File: config.mk
export PLATFORM = sky130hd
export DESIGN_NAME = led_pwm_fader
export DESIGN_NICKNAME = d
export VERILOG_FILES = /design/src/rtl/led_pwm_fader.sv
export SDC_FILE = /design/constraint.sdc
export NUM_CORES = 1
export LEC_CHECK = 0
export ABC_AREA = 1
export CAP_MARGIN = 5
export CORE_ASPECT_RATIO = 1.5
export CORE_MARGIN = 2
export CORE_UTILIZATION = 55
export DETAILED_ROUTE_END_ITERATION = 10
export PLACE_DENSITY = 0.81
export SETUP_SLACK_MARGIN = 0.02
export SLEW_MARGIN = 20
export SYNTH_ARGS = -nofsm -noshare
export SYNTH_HDL_FRONTEND = slang
export SYNTH_SLANG_ARGS = --single-unit
File: constraint.sdc
create_clock -name clk -period 1.7 [get_ports clk]
set_clock_uncertainty 0.05 [all_clocks]
set_input_delay 0.17 -clock clk [delete_from_list [all_inputs] [get_ports clk]]
set_output_delay 0.17 -clock clk [all_outputs]
set_load 0.01 [all_outputs]
File: src/rtl/led_pwm_fader.sv
// led_pwm_fader: turns an on/off request into a ramped brightness level
// and a PWM drive whose duty follows that level.
// Optional build macro: LED_FADE_GAMMA_EN (square-law duty mapping).
module led_pwm_fader #(
    parameter logic [63:0] CLK_RATE = 64'd100000000,
    parameter logic [63:0] RAMP_MS  = 64'd250,
    parameter int unsigned PWM_BITS = 8
) (
    input  logic                clk,
    input  logic                rst,
    input  logic                led_in,
    output logic                led_pwm,
    output logic [PWM_BITS-1:0] level,
    output logic                busy
);

    localparam logic [63:0] MAX64       = (64'd1 << PWM_BITS) - 64'd1;
    localparam logic [63:0] STEP_RAW    = (CLK_RATE * RAMP_MS) / (64'd1000 * MAX64);
    localparam logic [63:0] STEP_CYCLES = (STEP_RAW == 64'd0) ? 64'd1 : STEP_RAW;
    localparam int unsigned CNT_W       = (STEP_CYCLES > 64'd1) ? $clog2(STEP_CYCLES) : 1;

    localparam logic [CNT_W-1:0]    STEP_LAST = CNT_W'(STEP_CYCLES - 64'd1);
    localparam logic [PWM_BITS-1:0] MAX       = {PWM_BITS{1'b1}};
    localparam logic [PWM_BITS-1:0] PWM_LAST  = MAX - PWM_BITS'(1);

    typedef enum logic [1:0] {
        S_OFF       = 2'd0,
        S_RAMP_UP   = 2'd1,
        S_ON        = 2'd2,
        S_RAMP_DOWN = 2'd3
    } state_t;

    state_t              r_state;
    logic [CNT_W-1:0]    r_step_cnt;
    logic [PWM_BITS-1:0] r_level;
    logic [PWM_BITS-1:0] r_pwm_cnt;
    logic [PWM_BITS-1:0] r_duty;
    logic                r_led_pwm;

    logic                w_step_wrap;
    logic [PWM_BITS-1:0] w_level_inc;
    logic [PWM_BITS-1:0] w_level_dec;
    logic [PWM_BITS-1:0] w_duty;

    // Saturating neighbours of the current level and the step-counter wrap point
    assign w_step_wrap = (r_step_cnt == STEP_LAST);
    assign w_level_inc = (r_level == MAX) ? MAX : (r_level + PWM_BITS'(1));
    assign w_level_dec = (r_level == '0) ? '0 : (r_level - PWM_BITS'(1));

`ifdef LED_FADE_GAMMA_EN
    logic [2*PWM_BITS-1:0] w_level_ext;
    logic [2*PWM_BITS-1:0] w_level_sq;

    // Square-law duty for a perceptually even fade; full scale stays full scale
    assign w_level_ext = {{PWM_BITS{1'b0}}, r_level};
    assign w_level_sq  = w_level_ext * w_level_ext;
    assign w_duty      = (r_level == MAX) ? MAX : PWM_BITS'(w_level_sq >> PWM_BITS);
`else
    // Linear duty: brightness level drives the PWM compare directly
    assign w_duty = r_level;
`endif

    // Fade state machine: steps the level once every STEP_CYCLES while ramping
    always_ff @(posedge clk) begin
        if (rst) begin
            r_state    <= S_OFF;
            r_level    <= '0;
            r_step_cnt <= '0;
        end else begin
            case (r_state)
                S_OFF: begin
                    r_level <= '0;
                    if (led_in) begin
                        r_state    <= S_RAMP_UP;
                        r_step_cnt <= '0;
                    end
                end
                S_RAMP_UP: begin
                    if (!led_in) begin
                        r_state    <= S_RAMP_DOWN;
                        r_step_cnt <= '0;
                    end else if (w_step_wrap) begin
                        r_step_cnt <= '0;
                        r_level    <= w_level_inc;
                        if (w_level_inc == MAX) begin
                            r_state <= S_ON;
                        end
                    end else begin
                        r_step_cnt <= r_step_cnt + CNT_W'(1);
                    end
                end
                S_ON: begin
                    r_level <= MAX;
                    if (!led_in) begin
                        r_state    <= S_RAMP_DOWN;
                        r_step_cnt <= '0;
                    end
                end
                S_RAMP_DOWN: begin
                    if (led_in) begin
                        r_state    <= S_RAMP_UP;
                        r_step_cnt <= '0;
                    end else if (w_step_wrap) begin
                        r_step_cnt <= '0;
                        r_level    <= w_level_dec;
                        if (w_level_dec == '0) begin
                            r_state <= S_OFF;
                        end
                    end else begin
                        r_step_cnt <= r_step_cnt + CNT_W'(1);
                    end
                end
                default: begin
                    r_state    <= S_OFF;
                    r_level    <= '0;
                    r_step_cnt <= '0;
                end
            endcase
        end
    end

    // PWM generator: duty latched only at the period boundary to avoid glitches
    always_ff @(posedge clk) begin
        if (rst) begin
            r_pwm_cnt <= '0;
            r_duty    <= '0;
            r_led_pwm <= 1'b0;
        end else begin
            if (r_pwm_cnt == PWM_LAST) begin
                r_pwm_cnt <= '0;
                r_duty    <= w_duty;
            end else begin
                r_pwm_cnt <= r_pwm_cnt + PWM_BITS'(1);
            end
            r_led_pwm <= (r_pwm_cnt < r_duty);
        end
    end

    assign led_pwm = r_led_pwm;
    assign level   = r_level;
    assign busy    = (r_state == S_RAMP_UP) || (r_state == S_RAMP_DOWN);

endmodule

==> results.sh, run 1 <==
export IMPL_place_area_sq_um=3420
export IMPL_grt_max_degree=17
export IMPL_routed_via_density=5.56
export IMPL_avgSynthCellArea_sq_um=6.88
export IMPL_power_uw=4890
export IMPL_root_buffer="clkbuf_8"
export IMPL_rows=32
export IMPL_ys_types=39
export IMPL_dpl_cell_count=542
export IMPL_io_pins=13
export IMPL_setup_ws_ps=-188
export IMPL_port_buffers=12
export IMPL_grt_antenna_before_repair=0
export IMPL_postLayoutCellArea_sq_um=3900
export IMPL_drtIter0Drc=329
export IMPL_status="finished with violations"
export IMPL_met2_length_um=4370
export IMPL_antennaDiodeCount=0
export IMPL_synthFlopType="dfxtp_1"
export IMPL_synth_cells=417
export IMPL_hpwl_um=5570
export IMPL_arrival_ps=2040
export IMPL_synthArstFlopShare_pct=0
export IMPL_worst_pin_slew_ps=359
export IMPL_wl_um=8040
export IMPL_fillers=348
export IMPL_synth_edf_count=0
export IMPL_p_per_area_nw_per_um2=1260
export IMPL_rsz0062_at_grt="yes"
export IMPL_hold_viol=0
export IMPL_ys_seq_area_share_pct=30.7
export IMPL_irDropWorstVdd_mv=0.708
export IMPL_cp_max_fo=5
export IMPL_netlist_area_sq_um=2870
export IMPL_drive_gt1_share_pct=34.3
export IMPL_hold_path_class="flip-flop to flip-flop"
export IMPL_grt_overflow_total=0
export IMPL_post_place_ws_ps=-162
export IMPL_seq_area_sq_um=910
export IMPL_fin_util_pct=76.6
export IMPL_maxCapViolations=0
export IMPL_start_util_pct=56.4
export IMPL_wl_met3_um=376
export IMPL_period_share_pct=111
export IMPL_highest_layer="met4"
export IMPL_synth_seq_cells=44
export IMPL_grt_pass1_vias=2851
export IMPL_max_freq_mhz=530
export IMPL_fp_dieArea_sq_um=5820
export IMPL_clk_pin_slew_ps=90
export IMPL_die_h_um=92.4
export IMPL_clk_path_buf_depth=2
export IMPL_report_final_slew_viol_count=0
export IMPL_die_w_um=63.0
export IMPL_track_usage_pct=25.7
export IMPL_drc=0
export IMPL_cp_end_kind="flip-flop"
export IMPL_final_nets=513
export IMPL_hold_buffers=0
export IMPL_num_vias=3115
export IMPL_worstPathRequired_ps=1850
export IMPL_slew_limit_headroom_pct=75.9
export IMPL_cp_start_kind="flip-flop"
export IMPL_syn_num_nets=439
export IMPL_setup_viol=4
export IMPL_fin_cells=560
export IMPL_gp_congestion=0.910
export IMPL_critPathKind="flip-flop to flip-flop"
export IMPL_htreeDepth=2
export IMPL_syn_to_final_growth_pct=35.9
export IMPL_grt_pass1_wl_um=12100
export IMPL_clk_latency_ps=310
export IMPL_multi_input_area_sq_um=1960
export IMPL_cts_buffers=5
export IMPL_min_period_ps=1890
export IMPL_wl_met1_um=2880
export IMPL_wire_per_inst_um=14.4
export IMPL_synth_warnings=0
export IMPL_tritoncts="built"
export IMPL_cts_sinks=44
export IMPL_dr_pass1_iters=5
export IMPL_leakage_uw=0.00160
export IMPL_core_area_sq_um=5080
export IMPL_ant_nets=0
export IMPL_violations="negative setup slack"
## cell usage in the layout (no fill, tap or decap), types with 6 or more instances in the layout
cell / count
nand2_1: 79
buf_4: 62
inv_1: 39
nor2_1: 37
nand3_1: 35
dfxtp_1: 31
a21oi_1: 24
inv_2: 15
o21ai_0: 15
nand2_2: 12
nor3_1: 12
ha_1: 11
clkdlybuf4s50_1: 11
nor2_2: 9
dfxtp_2: 8
nand2_4: 7
nor2_4: 6
## critical path, cell delays in order, from the launching register on
cell,delay [ps]
dfxtp_4,410
inv_6,60
buf_4,140
nor2_4,140
inv_1,70
o21ai_1,200
nand3_1,200
nand3_1,160
nand2_2,110
a21oi_2,180
nor2_2,60
## worst paths after layout
| check | from | endpoint | slack (ps) | depth (start not counted) |
|---|---|---|---|---|
| hold / removal | r_duty[0]$_SDFFE_PP0P_ | r_duty[0]$_SDFFE_PP0P_ | 410 | 2 |
| setup reg to reg | level[0]$_SDFFE_PP0P_ | r_state[0]$_SDFFE_PP0P_ | -190 | 10 |
| hold reg to reg | r_duty[0]$_SDFFE_PP0P_ | r_duty[0]$_SDFFE_PP0P_ | 410 | 2 |
| setup / recovery | level[0]$_SDFFE_PP0P_ | r_state[0]$_SDFFE_PP0P_ | -190 | 10 |
## what timing repair did
item	in CTS	in global routing
endpoints found under the setup margin	30	31
pin swaps	1	24
gates resized for setup	26	72
buffers inserted	1	9
## per-stage QoR
stage	setup TNS (ps)	hold slack [ps]
finish	-378	413
global route	-1410	443
CTS	-90.3	418
detailed placement	-2010	401
global placement	-1170	388
floorplan	0	370
## cell type report
class	count	area share, %
clock buffers	5	1.77
inverters	56	5.59
multi-input cells	308	50.4
repair buffers	76	15.6
well taps	68	2.18
flip-flops and latches	44	23.3
clock inverters	3	1.19
## synthesized netlist by cell type (2+ instances only)
cell | n | share of area (%)
inv_1 | 49 | 6.4
buf_2 | 2 | 0.35
a21oi_1 | 28 | 4.9
nand3_1 | 38 | 6.6
nor4_4 | 2 | 1.5
buf_6 | 3 | 1.2
xnor2_1 | 2 | 0.61
a221oi_1 | 2 | 0.61
nor2_2 | 3 | 0.65
inv_2 | 7 | 0.92
o21bai_1 | 2 | 0.52
o21ai_0 | 20 | 3.5
xor2_1 | 4 | 1.2
o21a_1 | 2 | 0.52
ha_1 | 19 | 8.3
nand2_4 | 2 | 0.79
nor3b_1 | 3 | 0.79
nand2_2 | 6 | 1.3
nand4_1 | 4 | 0.87
nor2_4 | 2 | 0.79
nand2_1 | 90 | 12
clkbuf_1 | 3 | 0.39
o211ai_1 | 4 | 1.0
nor3_1 | 14 | 2.4
o21ai_1 | 3 | 0.52
dfxtp_1 | 44 | 31
nor2_1 | 47 | 6.2
## flip-flops by register name, summed over array words and instances (netlist names)
name and flops:
level 8, r_duty 8, led_pwm 1, r_state 2, r_step_cnt 17, r_pwm_cnt 8
## power by group
part / leakage (uW) / total, uW / internal [uW] / switching, uW
combinational: 0.00118 / 2780 / 1270 / 1510
sequential: 0.000363 / 1270 / 1140 / 138
clock: 0.0000548 / 840 / 443 / 396
## per-layer routing
| metal | up-vias | GRT usage (%) |
|---|---|---|
| li1 | 1509 | - |
| met2 | 145 | 50.5 |
| met1 | 1411 | 26.5 |
| met3 | 50 | 3.52 |
| met5 | - | 0 |
| met4 | 0 | 10.7 |
## cells by family (layout without fill, tap and decap cells)
group | Yosys count | count (layout) | share of synthesized area (%)
and+or+nand+nor | 215 | 215 | 35.4
DFF | 44 | 44 | 30.7
buffers and inverters | 65 | 140 | 9.51
AOI/OAI and AO/OA | 68 | 68 | 14.3
xor gates and xnor gates | 6 | 6 | 1.83
adders and majority gates | 19 | 19 | 8.29
Note: power is estimated with default switching activity, not from simulation.
==> inputs of run 2 (changes only) <==
--- a/config.mk
+++ b/config.mk
@@ -8,7 +8,6 @@
 export ABC_AREA = 1
 export CAP_MARGIN = 5
 export CORE_ASPECT_RATIO = 1.5
-export CORE_MARGIN = 2
 export CORE_UTILIZATION = 55
 export DETAILED_ROUTE_END_ITERATION = 10
 export PLACE_DENSITY = 0.81
==> run 2 against run 1 <==
Compared with the run above: the run still ends with negative setup slack left; setup slack better by 26 ps; critical path depth rose by 2; sequential power about the same; register-to-register slack better by 30 ps; critical path type unchanged; first-iteration DRC count shrank 35%; fmax rose by 1.4%; die area down 5.3%; final area grew 7.7%; clock-buffer cell count did not move; global-route usage rose by 5.0 points; largest power group unchanged; highest routed layer unchanged; largest cell class unchanged; routed wire length grew 7.8%; sequential share of layout area shrank 1.7 points.
==> results.sh, run 2 (synthesis gave the netlist of run 1 again) <==
export IMPL_status="finished with violations"
export IMPL_violations="negative setup slack"
export IMPL_largest_register_ffs=17
export IMPL_maxCapViolations=0
export IMPL_rr_endpoint="level[3]$_SDFFE_PP0P_"
export IMPL_hold_viol=0
export IMPL_hold_path_class="flip-flop to flip-flop"
export IMPL_cp_start_kind="flip-flop"
export IMPL_root_buffer="clkbuf_8"
export IMPL_grt_overflow_total=0
export IMPL_drive_gt1_share_pct=38.7
export IMPL_worstPathRequired_ps=1900
export IMPL_slew_limit_headroom_pct=76.7
export IMPL_wl_um=8670
export IMPL_rsz0062_at_grt="yes"
export IMPL_io_pins=13
export IMPL_max_freq_mhz=537
export IMPL_critPathKind="flip-flop to flip-flop"
export IMPL_antennaDiodeCount=0
export IMPL_p_per_area_nw_per_um2=1260
export IMPL_grt_pass1_vias=3077
export IMPL_core_area_sq_um=4930
export IMPL_die_h_um=90.4
export IMPL_hpwl_um=5650
export IMPL_start_util_pct=58.2
export IMPL_min_from="r_duty[0]$_SDFFE_PP0P_"
export IMPL_irDropWorstVdd_mv=0.897
export IMPL_drtIter0Drc=214
export IMPL_period_share_pct=110
export IMPL_reg2regPathDepth=12
export IMPL_leakage_uw=0.00173
export IMPL_cp_max_fo=7
export IMPL_routed_via_density=5.60
export IMPL_gp_congestion=0.930
export IMPL_hold_end="r_duty[0]$_SDFFE_PP0P_"
export IMPL_htreeDepth=2
export IMPL_largest_register="r_step_cnt"
export IMPL_final_nets=528
export IMPL_wire_per_inst_um=15.1
export IMPL_min_period_ps=1860
export IMPL_power_uw=5300
export IMPL_rows=31
export IMPL_layout_commonest_cell="nand2_1"
export IMPL_setup_viol=6
export IMPL_cts_sinks=44
export IMPL_grt_antenna_before_repair=0
export IMPL_setup_ws_ps=-162
export IMPL_grt_max_degree=17
export IMPL_track_usage_pct=30.7
export IMPL_tritoncts="built"
export IMPL_post_place_ws_ps=-182
export IMPL_arrival_ps=2060
export IMPL_finalSetupTns_ps=-356
export IMPL_clk_pin_slew_ps=90
export IMPL_fp_dieArea_sq_um=5510
export IMPL_clk_latency_ps=310
export IMPL_grt_pass1_wl_um=12900
export IMPL_cts_buffers=5
export IMPL_worst_pin_slew_ps=350
export IMPL_final_cell_mix="nand2_1, buf_4, inv_1, nor2_1, dfxtp_1"
export IMPL_clk_path_buf_depth=2
export IMPL_die_w_um=61.0
export IMPL_ant_nets=0
export IMPL_dr_pass1_iters=5
export IMPL_fin_util_pct=85.2
export IMPL_cp_end_kind="flip-flop"
export IMPL_hold_depth=2
export IMPL_syn_to_final_growth_pct=46.4
export IMPL_port_buffers=12
export IMPL_rr_startpoint="level[1]$_SDFFE_PP0P_"
export IMPL_report_final_slew_viol_count=0
export IMPL_num_vias=3208
export IMPL_critPathLaunch="level[1]$_SDFFE_PP0P_"
export IMPL_reg2reg_slack_ps=-160
export IMPL_drc=0
==> run 2: cell count changes in the layout (fill, tap and decap cells not counted), sizes merged <==
| cell | before | now |
|---|---|---|
| buf | 64 | 79 |
| clkdlybuf4s15 | 0 | 1 |
| clkdlybuf4s50 | 11 | 10 |
| clkinv | 0 | 1 |
| inv | 57 | 56 |
==> run 2: routing by layer <==
layer  routed length [um]  vias to the layer above  GRT usage [%]
met3                  364                       48           5.01
met5                    0                        -              0
met1                 3280                     1493           31.3
met4                  444                        0           18.6
met2                 4580                      126           54.9
li1                     -                     1541              -
==> run 2: worst max-delay path by stage <==
| stage | endpoint | slack, ps | cells after the start |
|---|---|---|---|
| 2_1_floorplan | r_step_cnt[15]$_SDFFE_PP0P_ | 20 | 10 |
| 3_3_place_gp | r_step_cnt[15]$_SDFFE_PP0P_ | -140 | 10 |
| 3_5_place_dp | r_step_cnt[15]$_SDFFE_PP0P_ | -180 | 10 |
| 4_1_cts | r_state[0]$_SDFFE_PP0P_ | -70 | 14 |
| 5_1_grt | level[3]$_SDFFE_PP0P_ | -210 | 12 |
| 6_report | level[3]$_SDFFE_PP0P_ | -160 | 12 |
==> run 2: power by group <==
group | leakage [uW] | switching [uW] | total, uW | internal (uW)
Clock | 0.0000548 | 411 | 854 | 443
Sequential | 0.000362 | 142 | 1280 | 1140
Combinational | 0.00132 | 1680 | 3170 | 1490
Total | 0.00173 | 2230 | 5300 | 3070
==> run 2: worst max-delay path, cell delays in order, from the launching register on <==
cell      delay [ps]
dfxtp_4          390
buf_12           120
clkinv_8          50
ha_4             150
nand2_4           70
nor2_4            50
nand2_4          110
nand3_2           90
buf_4            140
buf_4            120
o211ai_1         220
nand2_1          120
a21oi_1          140
==> run 2: layout make-up <==
cell class              instances  area, sq um
flip-flops and latches         44          908
clock buffers                   5         68.8
inverters                      56          235
fillers                       289          728
repair buffers                 91          771
clock inverters                 3         46.3
well taps                      66         82.6
multi-input cells             308         2090
==> run 2: repair_timing <==
item                                    4_1_cts  5_1_grt
setup buffers                                18        7
pin swaps                                    30       34
resized for setup                            75       59
endpoints found under the setup margin       30       30
hold buffers                                  0        0
==> run 2: metrics by stage <==
stage                     cells  hold slack (ps)  cell area (sq um)
final                       573              416               4200
after global routing        573              437               4200
after CTS                   567              416               3920
after detailed placement    542              397               3440
after global placement      542              395               3440
after floorplan             417              370               2870
==> inputs of run 3 (changes only) <==
==> constraint.sdc (replaced) <==
create_clock -name clk -period 1.7 [get_ports clk]
set_clock_uncertainty 0.05 [all_clocks]
set_input_delay 0.17 -clock clk [delete_from_list [all_inputs] [get_ports clk]]
set_output_delay 0.17 -clock clk [all_outputs]
set_load 0.005 [all_outputs]
==> run 3 against run 2 <==
Compared with the run above: the run still ends with negative setup slack left; via count rose by 1.8%; sequential power barely moved; sequential share of layout area rose by 0.98 points; largest cell class unchanged.
==> results.sh, run 3 (synthesis gave the netlist of run 1 again) <==
export IMPL_antennaDiodeCount=0
export IMPL_critPathKind="flip-flop to flip-flop"
export IMPL_reg2regPathDepth=8
export IMPL_hpwl_um=5680
export IMPL_cp_max_fo=8
export IMPL_hold_slack_ps=413
export IMPL_num_vias=3265
export IMPL_min_from="r_duty[5]$_SDFFE_PP0P_"
export IMPL_tritoncts="built"
export IMPL_drc=0
export IMPL_syn_to_final_growth_pct=39.5
export IMPL_cp_end_kind="flip-flop"
export IMPL_start_util_pct=58.2
export IMPL_fin_util_pct=81.2
export IMPL_maxCapViolations=0
export IMPL_ant_nets=0
export IMPL_hold_buffers=0
export IMPL_port_buffers=12
export IMPL_p_per_area_nw_per_um2=1260
export IMPL_largest_register_ffs=17
export IMPL_track_usage_pct=30.8
export IMPL_cp_start_kind="flip-flop"
export IMPL_slew_limit_headroom_pct=76.2
export IMPL_routed_via_density=5.80
export IMPL_die_w_um=61.0
export IMPL_gp_congestion=0.929
export IMPL_cts_sinks=44
export IMPL_place_area_sq_um=3460
export IMPL_grt_max_degree=17
export IMPL_report_final_slew_viol_count=0
export IMPL_fillers=305
export IMPL_arrival_ps=2070
export IMPL_period_share_pct=112
export IMPL_grt_antenna_before_repair=0
export IMPL_rr_startpoint="r_step_cnt[0]$_SDFFE_PP0P_"
export IMPL_drtIter0Drc=319
export IMPL_rr_endpoint="level[0]$_SDFFE_PP0P_"
export IMPL_postLayoutCellArea_sq_um=4000
export IMPL_root_buffer="clkbuf_8"
export IMPL_dpl_cell_count=544
export IMPL_clk_path_buf_depth=2
export IMPL_fp_dieArea_sq_um=5510
export IMPL_worst_pin_slew_ps=354
export IMPL_grt_overflow_total=0
export IMPL_max_freq_mhz=525
export IMPL_grt_pass1_vias=2998
export IMPL_irDropWorstVdd_mv=0.892
export IMPL_hold_end="r_duty[5]$_SDFFE_PP0P_"
export IMPL_largest_register="r_step_cnt"
export IMPL_finalSetupTns_ps=-1370
export IMPL_drive_gt1_share_pct=36.4
export IMPL_fin_cells=563
export IMPL_dr_pass1_iters=5
export IMPL_final_nets=518
export IMPL_worstPathRequired_ps=1860
export IMPL_rows=31
export IMPL_hold_viol=0
export IMPL_hold_path_class="flip-flop to flip-flop"
export IMPL_layout_commonest_cell="nand2_1"
export IMPL_core_area_sq_um=4930
export IMPL_min_period_ps=1900
export IMPL_io_pins=13
export IMPL_hold_depth=2
export IMPL_setup_ws_ps=-205
export IMPL_final_cell_mix="nand2_1, buf_4, inv_1"
export IMPL_clk_latency_ps=300
export IMPL_cts_buffers=5
export IMPL_grt_pass1_wl_um=13000
export IMPL_leakage_uw=0.00163
export IMPL_violations="negative setup slack"
export IMPL_wl_um=9020
export IMPL_clk_pin_slew_ps=90
export IMPL_htreeDepth=2
export IMPL_rsz0062_at_grt="yes"
export IMPL_reg2reg_slack_ps=-200
export IMPL_status="finished with violations"
export IMPL_die_h_um=90.4
export IMPL_setup_viol=10
export IMPL_wire_per_inst_um=16.0
-- run 3: changes by cell type in the layout (fill, tap and decap cells not counted), moves of 3 or more --
| cell | delta |
|---|---|
| buf_4 | -6 |
| dfxtp_2 | +3 |
| ha_1 | +3 |
| ha_4 | -3 |
| nand2_2 | +4 |
| nand2_4 | -3 |
| nor2_1 | -3 |
| nor2_4 | +5 |
| nor3_1 | +4 |
| nor3_2 | -3 |
-- run 3: power by group --
part	switching, uW	internal (uW)	leakage (uW)
registers	136	1130	0.000362
logic	1580	1320	0.00120
clock network	377	481	0.0000614
total	2100	2930	0.00163
-- run 3: worst max-delay path by stage --
stage,startpoint,slack [ps],cells after the start,end
global placement,led_in,-90,10,r_step_cnt[15]$_SDFFE_PP0P_
CTS,r_state[0]$_SDFFE_PP0P_,-50,6,busy
floorplan,r_state[0]$_SDFFE_PP0P_,20,10,r_step_cnt[15]$_SDFFE_PP0P_
global route,r_step_cnt[0]$_SDFFE_PP0P_,-290,8,level[1]$_SDFFE_PP0P_
finish,r_step_cnt[0]$_SDFFE_PP0P_,-200,8,level[0]$_SDFFE_PP0P_
detailed placement,led_in,-180,10,r_step_cnt[15]$_SDFFE_PP0P_
-- run 3: what timing repair did --
action	4_1_cts	5_1_grt
pin swaps	10	25
resized for setup	39	74
endpoints found under the hold margin	0	0
endpoints found under the setup margin	22	30
setup buffers	6	5
-- run 3: metrics by stage --
step	power, uW	worst slack, ps
6_report	5030	-205
5_1_grt	5310	-289
4_1_cts	4520	-48.5
3_5_place_dp	3440	-177
3_3_place_gp	3380	-90.0
2_1_floorplan	2440	20.6
-- run 3: routing by layer --
metal  vias to the layer above  GRT usage [%]  wire length [um]
met1                      1496           32.7              3330
met3                        68           6.88               535
li1                       1527              -                 -
met2                       174           50.7              4490
met5                         -              0                 0
met4                         0           22.2               662
-- run 3: layout make-up --
| type | count | area (sq um) | area share, % |
|---|---|---|---|
| timing repair buffer | 81 | 664 | 16.6 |
| clock inverter | 2 | 38.8 | 0.970 |
| multi-input combinational | 308 | 2010 | 50.2 |
| clock buffer | 6 | 82.6 | 2.06 |
| tap | 66 | 82.6 | 2.06 |
| sequential | 44 | 905 | 22.6 |
| inverter | 56 | 220 | 5.51 |
-- run 3: critical path, cell delays in order (launching register included) --
cell	delay, ps
dfxtp_2	340
inv_2	70
ha_4	150
nand4_1	170
nor4_4	320
nand3b_4	120
a21oi_4	290
nand2_1	120
a21oi_1	180
